File: config.mk
export PLATFORM = sky130hd
export DESIGN_NAME = spring_launch_sequencer
export DESIGN_NICKNAME = d
export VERILOG_FILES = /design/src/rtl/spring_launch_sequencer.sv
export SDC_FILE = /design/constraint.sdc
export NUM_CORES = 1
export LEC_CHECK = 0
export ABC_AREA = 1
export ABC_CLOCK_PERIOD_IN_PS = 3200
export CAP_MARGIN = 20
export CORE_MARGIN = 5
export CORE_UTILIZATION = 51
export DETAILED_ROUTE_END_ITERATION = 6
export PLACE_DENSITY = 0.9
export SYNTH_ARGS = -nofsm -noshare
export SYNTH_HDL_FRONTEND = slang
export SYNTH_SLANG_ARGS = --single-unit
File: constraint.sdc
create_clock -name clk -period 3.2 [get_ports clk]
set_input_delay 0.48 -clock clk [delete_from_list [all_inputs] [get_ports clk]]
set_output_delay 0.48 -clock clk [all_outputs]
set_load 0.005 [all_outputs]
File: src/rtl/spring_launch_sequencer.sv
// Launch-spring sequencer: turns the launch key into a spring pull and charges while the key is held.
// Launches once the spring is back at rest, then locks out re-launch until the lane settles.
module spring_launch_sequencer #(
  parameter int unsigned       MIN_CHARGE_FRAMES = 4,
  parameter int unsigned       MAX_CHARGE_FRAMES = 60,
  parameter int unsigned       BASE_SPEED        = 64,
  parameter int unsigned       SPEED_PER_FRAME   = 8,
  parameter int unsigned       LOCKOUT_FRAMES    = 30,
  parameter logic signed [10:0] REST_Y           = 11'sd400
) (
  input  logic               clk,
  input  logic               resetN,
  input  logic               startOfFrame,
  input  logic               enable,
  input  logic               key5IsPressed,
  input  logic               ballInLane,
  input  logic signed [10:0] springTopLeftY,
  output logic               springPull,
  output logic               launchPulse,
  output logic signed [31:0] launchSpeedY,
  output logic [5:0]         chargeLevel,
  output logic               busy
);

  localparam int unsigned CW = 6;
  localparam int unsigned LW = $clog2(LOCKOUT_FRAMES + 1);

  typedef enum logic [2:0] {
    S_IDLE,
    S_CHARGE,
    S_RELEASE,
    S_LAUNCH,
    S_LOCKOUT
  } state_t;

  state_t             state_q, state_d;
  logic [CW-1:0]      charge_q, charge_d;
  logic [LW-1:0]      lock_q, lock_d;
  logic signed [31:0] latch_q, latch_d;
  logic signed [31:0] speed_q, speed_d;
  logic               pulse_q, pulse_d;
  logic               pull_q, pull_d;
  logic               busy_q, busy_d;

  logic [31:0]        mag_c;
  logic signed [31:0] launch_speed_c;

  // Launch speed from the current (pre-increment) charge; negative means up.
  assign mag_c          = 32'(BASE_SPEED) + 32'(charge_q) * 32'(SPEED_PER_FRAME);
  assign launch_speed_c = -$signed(mag_c);

  always_comb begin
    state_d  = state_q;
    charge_d = charge_q;
    lock_d   = lock_q;
    latch_d  = latch_q;
    speed_d  = speed_q;
    pulse_d  = 1'b0;

    case (state_q)
      S_IDLE: begin
        if (enable && key5IsPressed && ballInLane) begin
          state_d  = S_CHARGE;
          charge_d = '0;
        end
      end
      S_CHARGE: begin
        // A release wins over a coincident frame tick; the tick is dropped.
        if (!key5IsPressed) begin
          if (charge_q < CW'(MIN_CHARGE_FRAMES)) begin
            state_d  = S_IDLE;
            charge_d = '0;
          end else begin
            state_d = S_RELEASE;
            latch_d = launch_speed_c;
          end
        end else if (startOfFrame && (charge_q < CW'(MAX_CHARGE_FRAMES))) begin
          charge_d = charge_q + CW'(1);
        end
      end
      S_RELEASE: begin
        if (springTopLeftY <= REST_Y) begin
          state_d = S_LAUNCH;
          pulse_d = 1'b1;
          speed_d = latch_q;
        end else if (!ballInLane) begin
          state_d = S_LOCKOUT;
          lock_d  = '0;
        end
      end
      S_LAUNCH: begin
        state_d = S_LOCKOUT;
        lock_d  = '0;
      end
      S_LOCKOUT: begin
        if ((lock_q == LW'(LOCKOUT_FRAMES)) && !key5IsPressed) begin
          state_d = S_IDLE;
        end else if (startOfFrame && (lock_q < LW'(LOCKOUT_FRAMES))) begin
          lock_d = lock_q + LW'(1);
        end
      end
      default: state_d = S_IDLE;
    endcase

    if (!enable) begin
      state_d  = S_IDLE;
      charge_d = '0;
      pulse_d  = 1'b0;
      speed_d  = speed_q;
    end

    pull_d = (state_d == S_CHARGE);
    busy_d = (state_d != S_IDLE);
  end

  always_ff @(posedge clk or negedge resetN) begin
    if (!resetN) begin
      state_q  <= S_IDLE;
      charge_q <= '0;
      lock_q   <= '0;
      latch_q  <= '0;
      speed_q  <= '0;
      pulse_q  <= 1'b0;
      pull_q   <= 1'b0;
      busy_q   <= 1'b0;
    end else begin
      state_q  <= state_d;
      charge_q <= charge_d;
      lock_q   <= lock_d;
      latch_q  <= latch_d;
      speed_q  <= speed_d;
      pulse_q  <= pulse_d;
      pull_q   <= pull_d;
      busy_q   <= busy_d;
    end
  end

  assign springPull   = pull_q;
  assign launchPulse  = pulse_q;
  assign launchSpeedY = speed_q;
  assign chargeLevel  = charge_q;
  assign busy         = busy_q;

endmodule

# --- Word-level counts from Yosys, hierarchy flattened ---
# Cells that the tools add are included.
totals:
  in_bits: 17
  register_bits: 81
  out_inout_bits: 41
classes:
  order_cmp: 4
  n_eq_ne: 14
  bitwise_logic: 2
  add_sub_neg: 4
  n_reduce_logical: 13
  muxes: 22
op_table:
  columns: ["operator", "n"]
  rows:
  - ["10-bit negator with 32-bit output", 1]
  - ["6-bit two-way mux", 5]
  - ["5-bit two-way mux", 4]
  - ["3-bit two-way mux", 6]
  - ["3-bit one-hot mux with 5 select lines", 1]
  - ["5-bit one-hot mux with 3 select lines", 1]
  - ["6-bit one-hot mux with 2 select lines", 1]
  - ["11-bit by 10-bit less-or-equal comparator with 1-bit output, second input constant", 1]
  - ["7-bit by 9-bit adder with 10-bit output, first input constant", 1]
  - ["2-bit != test, second input constant", 4]
  - ["4-bit != test, second input constant", 2]
  - ["6-bit by 1-bit adder with 6-bit output, second input constant", 1]
  - ["3-bit by 1-bit == test with 1-bit output, second input constant", 2]
  - ["3-bit by 2-bit == test with 1-bit output, second input constant", 2]
  - ["6-bit by 3-bit < comparator with 1-bit output, second input constant", 1]
  - ["6-bit < comparator, second input constant", 1]
  - ["3-bit AND reduction", 2]
  - ["3-bit nonzero test", 2]
  - ["5-bit by 1-bit adder with 5-bit output, second input constant", 1]
  - ["5-bit == test, second input constant", 1]
  - ["1-bit logical AND", 5]
  - ["5-bit < comparator, second input constant", 1]
  - ["5-bit AND reduction", 1]
  - ["4-bit AND reduction", 1]
  - ["8 further kinds", 11]

# --- Logic depth before layout (Yosys ltp) ---
# Gate-level depths: netlist (run 1).
depth:
  depth_word: 6
  depth_mapped: 10

# --- Least setup slack after synthesis (run 1) ---
# No wires, ideal clock.
synth_path:
  kind: "input to register"
  startpoint: "in springTopLeftY[5]"
  endpoint: "reg speed_q[30], in the netlist launchSpeedY[30]"
  required_ps: 3078
  stages: 9
  setup_ps: 122
  t_arrival_ps: 1303
  setup_slack_ps: 1775
  path_cell_list: "nor2_1 inv_1 nor2_1 nand2_1 nand3_1 nand2_2 buf_4 o21ai_1 nand2_1"
synth_between:
  elab_chain_cells: 2
synth_lines:
  columns: ["item", "line_no", "source"]
  rows:
  - ["from (decl)", "17", "input logic signed [10:0] springTopLeftY,"]
  - ["11-bit by 10-bit less-or-equal comparator with 1-bit output", "82", "if (springTopLeftY <= REST_Y) begin"]
  - ["3-bit AND reduction (no source line)", null, null]
  - ["to (signal assigned)", "131", "speed_q <= speed_d;"]
  - ["to (decl)", "40", "logic signed [31:0] speed_q, speed_d;"]
# No other way between the ends.
# A chain may end at the register's enable or synchronous reset.

==> qor.yml, run 1 <==
status: "finished clean"
grt_pass1_vias: 1525
drc: 0
port_buffers: 54
startpoint_type: "flop"
critPathKind: "reg2out"
path_max_fanout: 23
synth-async-reset-ratio_pct: 100
die_w_um: 73.0
fin_crit_sh_pct: 65.4
power.leakage_nw: 1.24
net-switching-power_w: 0.000208
ys_warn_count: 0
die_area_um2: 5320
n_fill_cell: 343
cts_buffer_depth: 2
post-cts-setup-buffer-count: 0
grt_pass1_wl_um: 6800
post_drt_wl_per_cell_um: 11.5
syn_avg_cell_area_um2: 7.66
seqPwrFrac_pct: 52.1
antenna_cells: 0
setup_violations: 0
drive_above_1_share_pct: 8.42
power_w: 0.000818
hpwl_um: 3040
viasPerCell: 4.80
swShare_pct: 25.4
clk_latency_ns: 0.29
crit_required_ns: 2.72
ys.flop_type: "dfrtp_1"
nets: 317
internal-power_w: 0.000611
core-area_um2: 3740
finalClockSkew_ns: 0.00559
path_cells: "clkdlybuf4s50_1"
maxSlewViolCount: 0
max-vdd-ir-drop_mv: 0.217
syn-cell-area_um2: 2020
drt-total-wl_um: 3970
num_rows: 22
slowest_stage: "dfrtp_1"
vias: 1656
crit_arrival_ns: 1.61
clkPwrFrac_pct: 37.5
grt_max_degree: 34
cts_resized: 0
ys_types: 28
slew_headroom_pct: 62.8
ant_nets: 0
cap_viol_max_count: 0
pwr_density_cell_nw_per_um2: 328
period_minus_slack_ns: 2.09
ctsHoldBuffers: 0
synth-seq-area-share_pct: 40.8
tightestPinTransition_ns: 0.558
globalplace.congestion: 0.891
clk_pin_slew_ns: 0.07
ios: 58
h-tree-depth: 2
clock_sinks: 33
final_common_cell: "nand2_1"
postSynthCellCount: 264
initial_core_util_pct: 54.0
hold_viol_final: 0
layout_common_cells: "nand2_1 (76), clkdlybuf4s50_1 (54), dfrtp_1 (33)"
numCtsBuffers: 5
grt.overflow.total: 0
combPwrFrac_pct: 10.4
seqCellArea_um2: 826
fmax_mhz: 478
grt_usage_pct: 16.3
hold_class: "reg2reg"
cts_root_buf: "clkbuf_8"
antenna_found_initial: 0
critPathTopFamily: "flip-flops"
setup_tns_ns: 0
slowest_delay_ns: 0.70
end_kind: "output pin"
drtPass1Iterations: 4
cts_tree: "built"
synth.ff_latch_count: 33
path_buf_inv: 1
area_delta_synth_final_pct: 23.5
synth-edff-count: 0
rrSetupSlack_ns: 1.63
multiInputGateArea_um2: 876
fp.dieH_um: 73.0
drt_iter0_markers: 47
rsz0062_at_grt: "false"
-- through the flow --
stage | util, % | std cells | worst slack, ns | instance area [µm²] | hold WS, ns
2_1_floorplan | - | 266 | 1.78 | 2030 | 0.184
3_3_place_gp | 64.4 | 337 | 1.15 | 2410 | 0.465
4_1_cts | 66.7 | 345 | 1.07 | 2500 | 0.487
5_1_grt | 66.7 | 345 | 0.975 | 2500 | 0.513
6_report | 66.7 | 345 | 1.11 | 2500 | 0.479
3_5_place_dp | 64.4 | 337 | 1.10 | 2410 | 0.470
-- power groups by stage --
stage	registers [W]	logic, W	clock network (W)
final	0.000426	0.0000850	0.000307
after detailed placement	0.000434	0.0000854	0
after global routing	0.000426	0.0000961	0.000333
after floorplan	0.000434	0.0000454	0
after global placement	0.000434	0.0000833	0
after CTS	0.000426	0.0000859	0.000318
-- flip-flops by register name, summed over array words and instances (netlist names) --
signal / cells
springPull: 1
chargeLevel: 6
launchPulse: 1
lock_q: 5
launchSpeedY: 8
busy: 1
state_q: 3
latch_q: 8
-- layer usage --
metal	track usage (%)	part of all wire, %	wire length [µm]	up-vias
met4	6.56	1.5	61	0
met1	20.4	43	1710	729
met2	26.1	46	1840	57
met3	5.37	8.9	353	8
li1	-	-	-	862
met5	0	0	0	-
-- cell type report --
class,count,share of cell area [%]
Multi-Input combinational cell,174,35.1
Sequential cell,33,33.1
Timing Repair Buffer,55,21.9
Inverter,27,4.06
Clock buffer,5,2.76
Tap cell,48,2.40
Clock inverter,3,0.701
-- cell usage after synthesis (2+ instances only) --
cell | number | area, µm²
buf_2 | 4 | 20.0
xnor2_1 | 2 | 17.5
nor3_1 | 4 | 20.0
or2_2 | 2 | 12.5
nor2_4 | 2 | 22.5
nand2_2 | 2 | 12.5
nand2_1 | 76 | 285
o21ai_0 | 11 | 55.1
inv_1 | 24 | 90.1
xor2_1 | 7 | 61.3
inv_2 | 3 | 11.3
nand3_1 | 20 | 100
buf_4 | 27 | 203
o21ai_1 | 7 | 35.0
ha_1 | 4 | 50.1
nor2_1 | 21 | 78.8
nand3_2 | 3 | 30.0
dfrtp_1 | 33 | 826
nand4_1 | 3 | 18.8
-- kinds of logic after synthesis --
logic type / count (synthesis) / share of synthesized area (%)
and+or+nand+nor: 138 / 30.9
buffers and inverters: 59 / 16.2
DFF: 33 / 40.8
AOI/OAI and AO/OA: 20 / 5.51
xor gates and xnor gates: 9 / 3.90
adders and majority gates: 4 / 2.48
other: 1 / 0.185
-- worst paths after layout --
kind                                                    from                          end  cells past startpoint
worst max-delay path            launchSpeedY[30]$_DFFE_PN0P_             launchSpeedY[23]                      1
worst max register to register         lock_q[0]$_DFFE_PN0P_        lock_q[0]$_DFFE_PN0P_                      9
min in group asynchronous                             resetN   chargeLevel[1]$_DFFE_PN0P_                      2
worst min register to register   launchSpeedY[6]$_DFFE_PN0P_  launchSpeedY[6]$_DFFE_PN0P_                      2
max in group asynchronous                             resetN  launchSpeedY[5]$_DFFE_PN0P_                      2
worst min-delay path             launchSpeedY[6]$_DFFE_PN0P_  launchSpeedY[6]$_DFFE_PN0P_                      2
(Power assumes the default switching activity.)
==> run 2: changes to the inputs <==
--- a/config.mk
+++ b/config.mk
@@ -6,12 +6,12 @@
 export NUM_CORES = 1
 export LEC_CHECK = 0
 export ABC_AREA = 1
-export ABC_CLOCK_PERIOD_IN_PS = 3200
+export ABC_CLOCK_PERIOD_IN_PS = 1900
 export CAP_MARGIN = 20
 export CORE_MARGIN = 5
-export CORE_UTILIZATION = 51
+export CORE_UTILIZATION = 43
 export DETAILED_ROUTE_END_ITERATION = 6
-export PLACE_DENSITY = 0.9
+export PLACE_DENSITY = 0.81
 export SYNTH_ARGS = -nofsm -noshare
 export SYNTH_HDL_FRONTEND = slang
 export SYNTH_SLANG_ARGS = --single-unit
==> constraint.sdc (replaced) <==
create_clock -name clk -period 1.9 [get_ports clk]
set_input_delay 0.285 -clock clk [delete_from_list [all_inputs] [get_ports clk]]
set_output_delay 0.285 -clock clk [all_outputs]
set_load 0.005 [all_outputs]
==> run 2 against run 1 <==
Net effect: sequential share of layout area decreased by 0.74 points; clock power grew 120%; clock skew increased by 0.0073 ns; critical endpoint is now launchSpeedY[24]; largest power group unchanged; highest routed layer unchanged.
==> qor.yml, run 2 (synthesis gave the netlist of run 1 again) <==
status: "finished clean"  # unchanged
die_area_um2: 6170  # was 5320 µm²
fin_crit_sh_pct: 88.6
viasPerCell: 4.77  # was 4.80
post_drt_wl_per_cell_um: 11.5  # about the same
final_common_cell: "nand2_1"  # unchanged
drt-total-wl_um: 4080  # was 3970 µm
layout_common_cells: "nand2_1 (76), clkdlybuf4s50_1 (54), dfrtp_1 (32)"  # was nand2_1 (76), clkdlybuf4s50_1 (54), dfrtp_1 (33)
grt_max_degree: 34  # unchanged
antenna_found_initial: 0  # unchanged
maxSlewViolCount: 0  # unchanged
hold_class: "in2async"  # was reg2reg
cts_tree: "built"  # unchanged
cts_buffer_depth: 2  # unchanged
drtPass1Iterations: 4  # unchanged
power_w: 0.00155  # was 0.000818 W
utilization_pct: 55.3  # was 66.7%
slowest_delay_ns: 0.57  # was 0.70 ns
critPathTopFamily: "buffers and inverters"  # was flip-flops
grt.overflow.total: 0  # unchanged
area_delta_synth_final_pct: 26.5  # was 23.5%
hpwl_um: 3120  # was 3040 µm
fmax_mhz: 594
finalClockSkew_ns: 0.0129  # was 0.00559 ns
rrSetupSlack_ns: 0.37  # was 1.63 ns
max-vdd-ir-drop_mv: 0.322  # was 0.217 mV
r2r-end: "lock_q[1]$_DFFE_PN0P_"  # was lock_q[0]$_DFFE_PN0P_
num_rows: 25  # was 22
slowest_stage: "clkdlybuf4s50_1"  # was dfrtp_1
die_w_um: 78.6  # was 73.0 µm
dp_slack_ns: 0.0528  # was 1.10 ns
antenna_cells: 0  # unchanged
pwr_density_cell_nw_per_um2: 606  # was 328 nW/µm²
startpoint_type: "flop"  # unchanged
nets: 320  # was 317
ff2ff_path_depth: 9  # unchanged
ant_nets: 0  # unchanged
vias: 1688  # was 1656
hold_viol_final: 0  # unchanged
initial_core_util_pct: 43.7  # was 54.0%
grt_pass1_vias: 1608  # was 1525
critPathKind: "reg2out"  # unchanged
drive_above_1_share_pct: 9.33  # was 8.42%
placed_area_um2: 2440  # was 2410 µm²
path_max_fanout: 23  # unchanged
fp.dieH_um: 78.6  # was 73.0 µm
crit_required_ns: 1.62  # was 2.72 ns
end_kind: "output pin"  # unchanged
worstReg2RegStart: "lock_q[0]$_DFFE_PN0P_"  # unchanged
period_minus_slack_ns: 1.68
setup_violations: 0  # unchanged
stdcell_area_um2: 2560  # was 2500 µm²
ios: 58  # unchanged
clock_sinks: 33  # unchanged
clk_pin_slew_ns: 0.06  # was 0.07 ns
clk_latency_ns: 0.29  # about the same
grt_pass1_wl_um: 7040  # was 6800 µm
crit_arrival_ns: 1.40  # was 1.61 ns
grt_usage_pct: 14.1  # was 16.3%
path_buf_inv: 1  # unchanged
rsz0062_at_grt: "false"  # unchanged
cts_root_buf: "clkbuf_8"  # unchanged
drt_iter0_markers: 94  # was 47
power.leakage_nw: 1.26  # was 1.24 nW
numCtsBuffers: 5  # unchanged
cap_viol_max_count: 0  # unchanged
globalplace.congestion: 0.860  # was 0.891
core-area_um2: 4630  # was 3740 µm²
drc: 0  # unchanged
h-tree-depth: 2  # unchanged
worst_slack_ns: 0.217  # was 1.11 ns
setup_tns_ns: 0  # unchanged
path_cells: "clkdlybuf4s50_1"  # unchanged
port_buffers: 54  # unchanged
ctsHoldBuffers: 0  # unchanged
-- run 2: report_power, final --
part | leakage [nW] | switching [W] | internal (W)
Sequential | 0.457 | 0.00000599 | 0.000712
Combinational | 0.747 | 0.0000799 | 0.0000664
Clock | 0.0585 | 0.000259 | 0.000428
Total | 1.26 | 0.000345 | 0.00121
-- run 2: repair_timing --
item / CTS / global route
setup buffers: 0 / 0
hold endpoints to repair: 0 / 0
resized for setup: 1 / 0
endpoints found under the setup margin: 5 / 0
-- run 2: per-layer routing --
layer | vias up | routed length [µm] | GRT usage, % | part of all wire, %
li1 | 864 | - | - | -
met1 | 750 | 1750 | 16.8 | 43
met2 | 66 | 1910 | 23.9 | 47
met3 | 8 | 353 | 4.24 | 8.7
met4 | 0 | 67 | 4.90 | 1.6
met5 | - | 0 | 0 | 0
-- run 2: layout make-up --
type	count	area (µm²)
fillers	418	2070
multi-input cells	174	876
flip-flops and latches	33	827
repair buffers	58	571
inverters	27	101
clock buffers	7	86.3
well taps	54	67.6
clock inverters	1	30.0
-- run 2: worst max path at each step --
| stage | end | slack [ns] | cells past startpoint | start |
|---|---|---|---|---|
| after floorplan | lock_q[1]$_DFFE_PN0P_ | 0.55 | 9 | lock_q[0]$_DFFE_PN0P_ |
| after detailed placement | launchSpeedY[4]$_DFFE_PN0P_ | 0.05 | 10 | springTopLeftY[5] |
| after global placement | busy$_DFF_PN0_ | 0.13 | 10 | springTopLeftY[8] |
| after global routing | launchSpeedY[24] | 0.11 | 1 | launchSpeedY[30]$_DFFE_PN0P_ |
| after CTS | launchSpeedY[17] | 0.19 | 1 | launchSpeedY[30]$_DFFE_PN0P_ |
| final | launchSpeedY[24] | 0.22 | 1 | launchSpeedY[30]$_DFFE_PN0P_ |
-- run 2: through the flow --
| step | instances | hold slack [ns] |
|---|---|---|
| 2_1_floorplan | 266 | -0.0106 |
| 3_3_place_gp | 346 | 0.455 |
| 3_5_place_dp | 346 | 0.467 |
| 4_1_cts | 354 | 0.417 |
| 5_1_grt | 354 | 0.448 |
| 6_report | 354 | 0.403 |
==> run 3: changes to the inputs <==
--- a/config.mk
+++ b/config.mk
@@ -11,6 +11,7 @@
 export CORE_MARGIN = 5
 export CORE_UTILIZATION = 43
 export DETAILED_ROUTE_END_ITERATION = 6
+export GPL_TIMING_DRIVEN = 0
 export PLACE_DENSITY = 0.81
 export SYNTH_ARGS = -nofsm -noshare
 export SYNTH_HDL_FRONTEND = slang
==> run 3 against run 2 <==
Net effect: clock skew down 0.011 ns; largest power group unchanged; non-clock buffer count up 27; wire length down 0.44%; setup slack worse by 0.12 ns; critical endpoint is now launchSpeedY[21]; clock-buffer cell count down 2; highest routed layer unchanged; critical path depth up 1; combinational power about the same; global-route usage up 0.48 points; cell area up 5.9%; total power down 11%.
==> qor.yml, run 3 (synthesis gave the netlist of run 1 again) <==
placed_area_um2: 2620  # was 2440 µm²
drt_iter0_markers: 96  # was 94
drc: 0  # unchanged
hpwl_um: 3250  # was 3120 µm
max-vdd-ir-drop_mv: 0.462  # was 0.322 mV
slew_headroom_pct: 51.7
cp-startpoint: "launchSpeedY[30]$_DFFE_PN0P_"  # unchanged
path_max_fanout: 23  # unchanged
drt-total-wl_um: 4060  # was 4080 µm
worstReg2RegStart: "lock_q[0]$_DFFE_PN0P_"  # unchanged
status: "finished clean"  # unchanged
ios: 58  # unchanged
layout.cells.non_filler: 381  # was 354
antenna_found_initial: 0  # unchanged
seqCellArea_um2: 827  # unchanged
rsz0062_at_grt: "false"  # unchanged
clk_pin_slew_ns: 0.07  # was 0.06 ns
nets: 347  # was 320
grt_pass1_vias: 1658  # was 1608
grt.overflow.total: 0  # unchanged
fmax_mhz: 554  # was 594 MHz
grt_usage_pct: 14.6  # was 14.1%
viasPerCell: 4.52  # was 4.77
h-tree-depth: 2  # unchanged
port_buffers: 53  # was 54
fin_crit_sh_pct: 95.0  # was 88.6%
period_minus_slack_ns: 1.80  # was 1.68 ns
finalClockSkew_ns: 0.00208  # was 0.0129 ns
ff2ff_path_depth: 9  # unchanged
end_kind: "output pin"  # unchanged
maxSlewViolCount: 0  # unchanged
numCtsBuffers: 5  # unchanged
multiInputGateArea_um2: 876  # unchanged
hold_viol_final: 0  # unchanged
vias: 1721  # was 1688
final_common_cell: "nand2_1"  # unchanged
post-cts-setup-buffer-count: 0  # unchanged
pwr_density_cell_nw_per_um2: 510  # was 606 nW/µm²
holdWs_ns: 0.0532  # was 0.403 ns
clock_sinks: 33  # unchanged
critPathKind: "reg2out"  # unchanged
cts_buffer_depth: 2  # unchanged
clk_latency_ns: 0.29  # about the same
initial_core_util_pct: 43.7  # unchanged
crit_arrival_ns: 1.52  # was 1.40 ns
antenna_cells: 0  # unchanged
crit_required_ns: 1.62  # about the same
setup_violations: 0  # unchanged
num_rows: 25  # unchanged
power.leakage_nw: 1.39  # was 1.26 nW
cts_root_buf: "clkbuf_8"  # unchanged
die_area_um2: 6170  # unchanged
grt_pass1_wl_um: 7230  # was 7040 µm
area_delta_synth_final_pct: 34.0  # was 26.5%
n_fill_cell: 423  # was 418
globalplace.congestion: 0.816  # was 0.860
core-area_um2: 4630  # unchanged
tightestPinTransition_ns: 0.725
cap_viol_max_count: 0  # unchanged
cts_tree: "built"  # unchanged
grt_max_degree: 34  # unchanged
dp_cells: 373  # was 346
drive_above_1_share_pct: 17.4  # was 9.33%
post_drt_wl_per_cell_um: 10.7  # was 11.5 µm
rrSetupSlack_ns: 0.34  # was 0.37 ns
die_w_um: 78.6  # unchanged
stdcell_area_um2: 2710  # was 2560 µm²
drtPass1Iterations: 4  # unchanged
startpoint_type: "flop"  # unchanged
ant_nets: 0  # unchanged
fp.dieH_um: 78.6  # unchanged
layout_common_cells: "nand2_1 (76), clkdlybuf4s50_1 (52), dfrtp_1 (32)"  # was nand2_1 (76), clkdlybuf4s50_1 (54), dfrtp_1 (32)
hold_class: "in2async"  # unchanged
power_w: 0.00138  # was 0.00155 W
[run 3: cell types whose count changed in the layout (fill, tap and decap cells not counted), moves of 2 or more]
| cell | previous run | this run |
|---|---|---|
| clkinv_2 | 0 | 2 |
| clkdlybuf4s50_1 | 54 | 52 |
| buf_2 | 0 | 5 |
| buf_4 | 4 | 27 |
[run 3: worst paths after layout]
kind                                                 to
setup / recovery                       launchSpeedY[21]
hold / removal               chargeLevel[4]$_DFFE_PN0P_
setup reg to reg                  lock_q[1]$_DFFE_PN0P_
hold reg to reg             launchSpeedY[7]$_DFFE_PN0P_
max in group asynchronous  launchSpeedY[30]$_DFFE_PN0P_
min in group clk                   state_q[0]$_DFF_PN0_
[run 3: layout make-up]
class	instances	area share [%]
Tap cell	54	2.49
Timing Repair Buffer	53	19.4
Buffer	32	8.36
Inverter	27	3.74
Multi-Input combinational cell	174	32.3
Clock buffer	5	2.54
Clock inverter	3	0.646
Sequential cell	33	30.5
[run 3: per-layer routing]
| layer | part of all wire [%] | global-route usage, % | vias to the layer above |
|---|---|---|---|
| met5 | 0 | 0 | - |
| met4 | 1.4 | 5.77 | 0 |
| met1 | 43 | 17.0 | 750 |
| li1 | - | - | 920 |
| met3 | 7.9 | 4.93 | 6 |
| met2 | 47 | 24.4 | 45 |
[run 3: stage by stage]
step / setup TNS, ns / utilization [%] / setup WS (ns)
2_1_floorplan: 0 / - / 0.546
3_5_place_dp: 0 / 56.6 / 0.0444
3_3_place_gp: -3.11 / 56.8 / -0.0953
6_report: 0 / 58.5 / 0.0954
4_1_cts: 0 / 58.5 / 0.0718
5_1_grt: 0 / 58.5 / 0.0124
[run 3: worst max-delay path, stage by stage, from the launching register on]
cell and delay [ns]:
dfrtp_2 0.57, buf_4 0.17, clkdlybuf4s50_1 0.50
[run 3: report_power, final]
group / switching (W) / internal, W
registers: 0.00000572 / 0.000712
logic: 0.0000802 / 0.0000672
clock network: 0.000263 / 0.000252
total: 0.000349 / 0.00103
[run 3: repair_timing]
item | 4_1_cts | 5_1_grt
endpoints found under the setup margin | 22 | 0
gates resized for setup | 1 | 0
hold buffers | 0 | 0
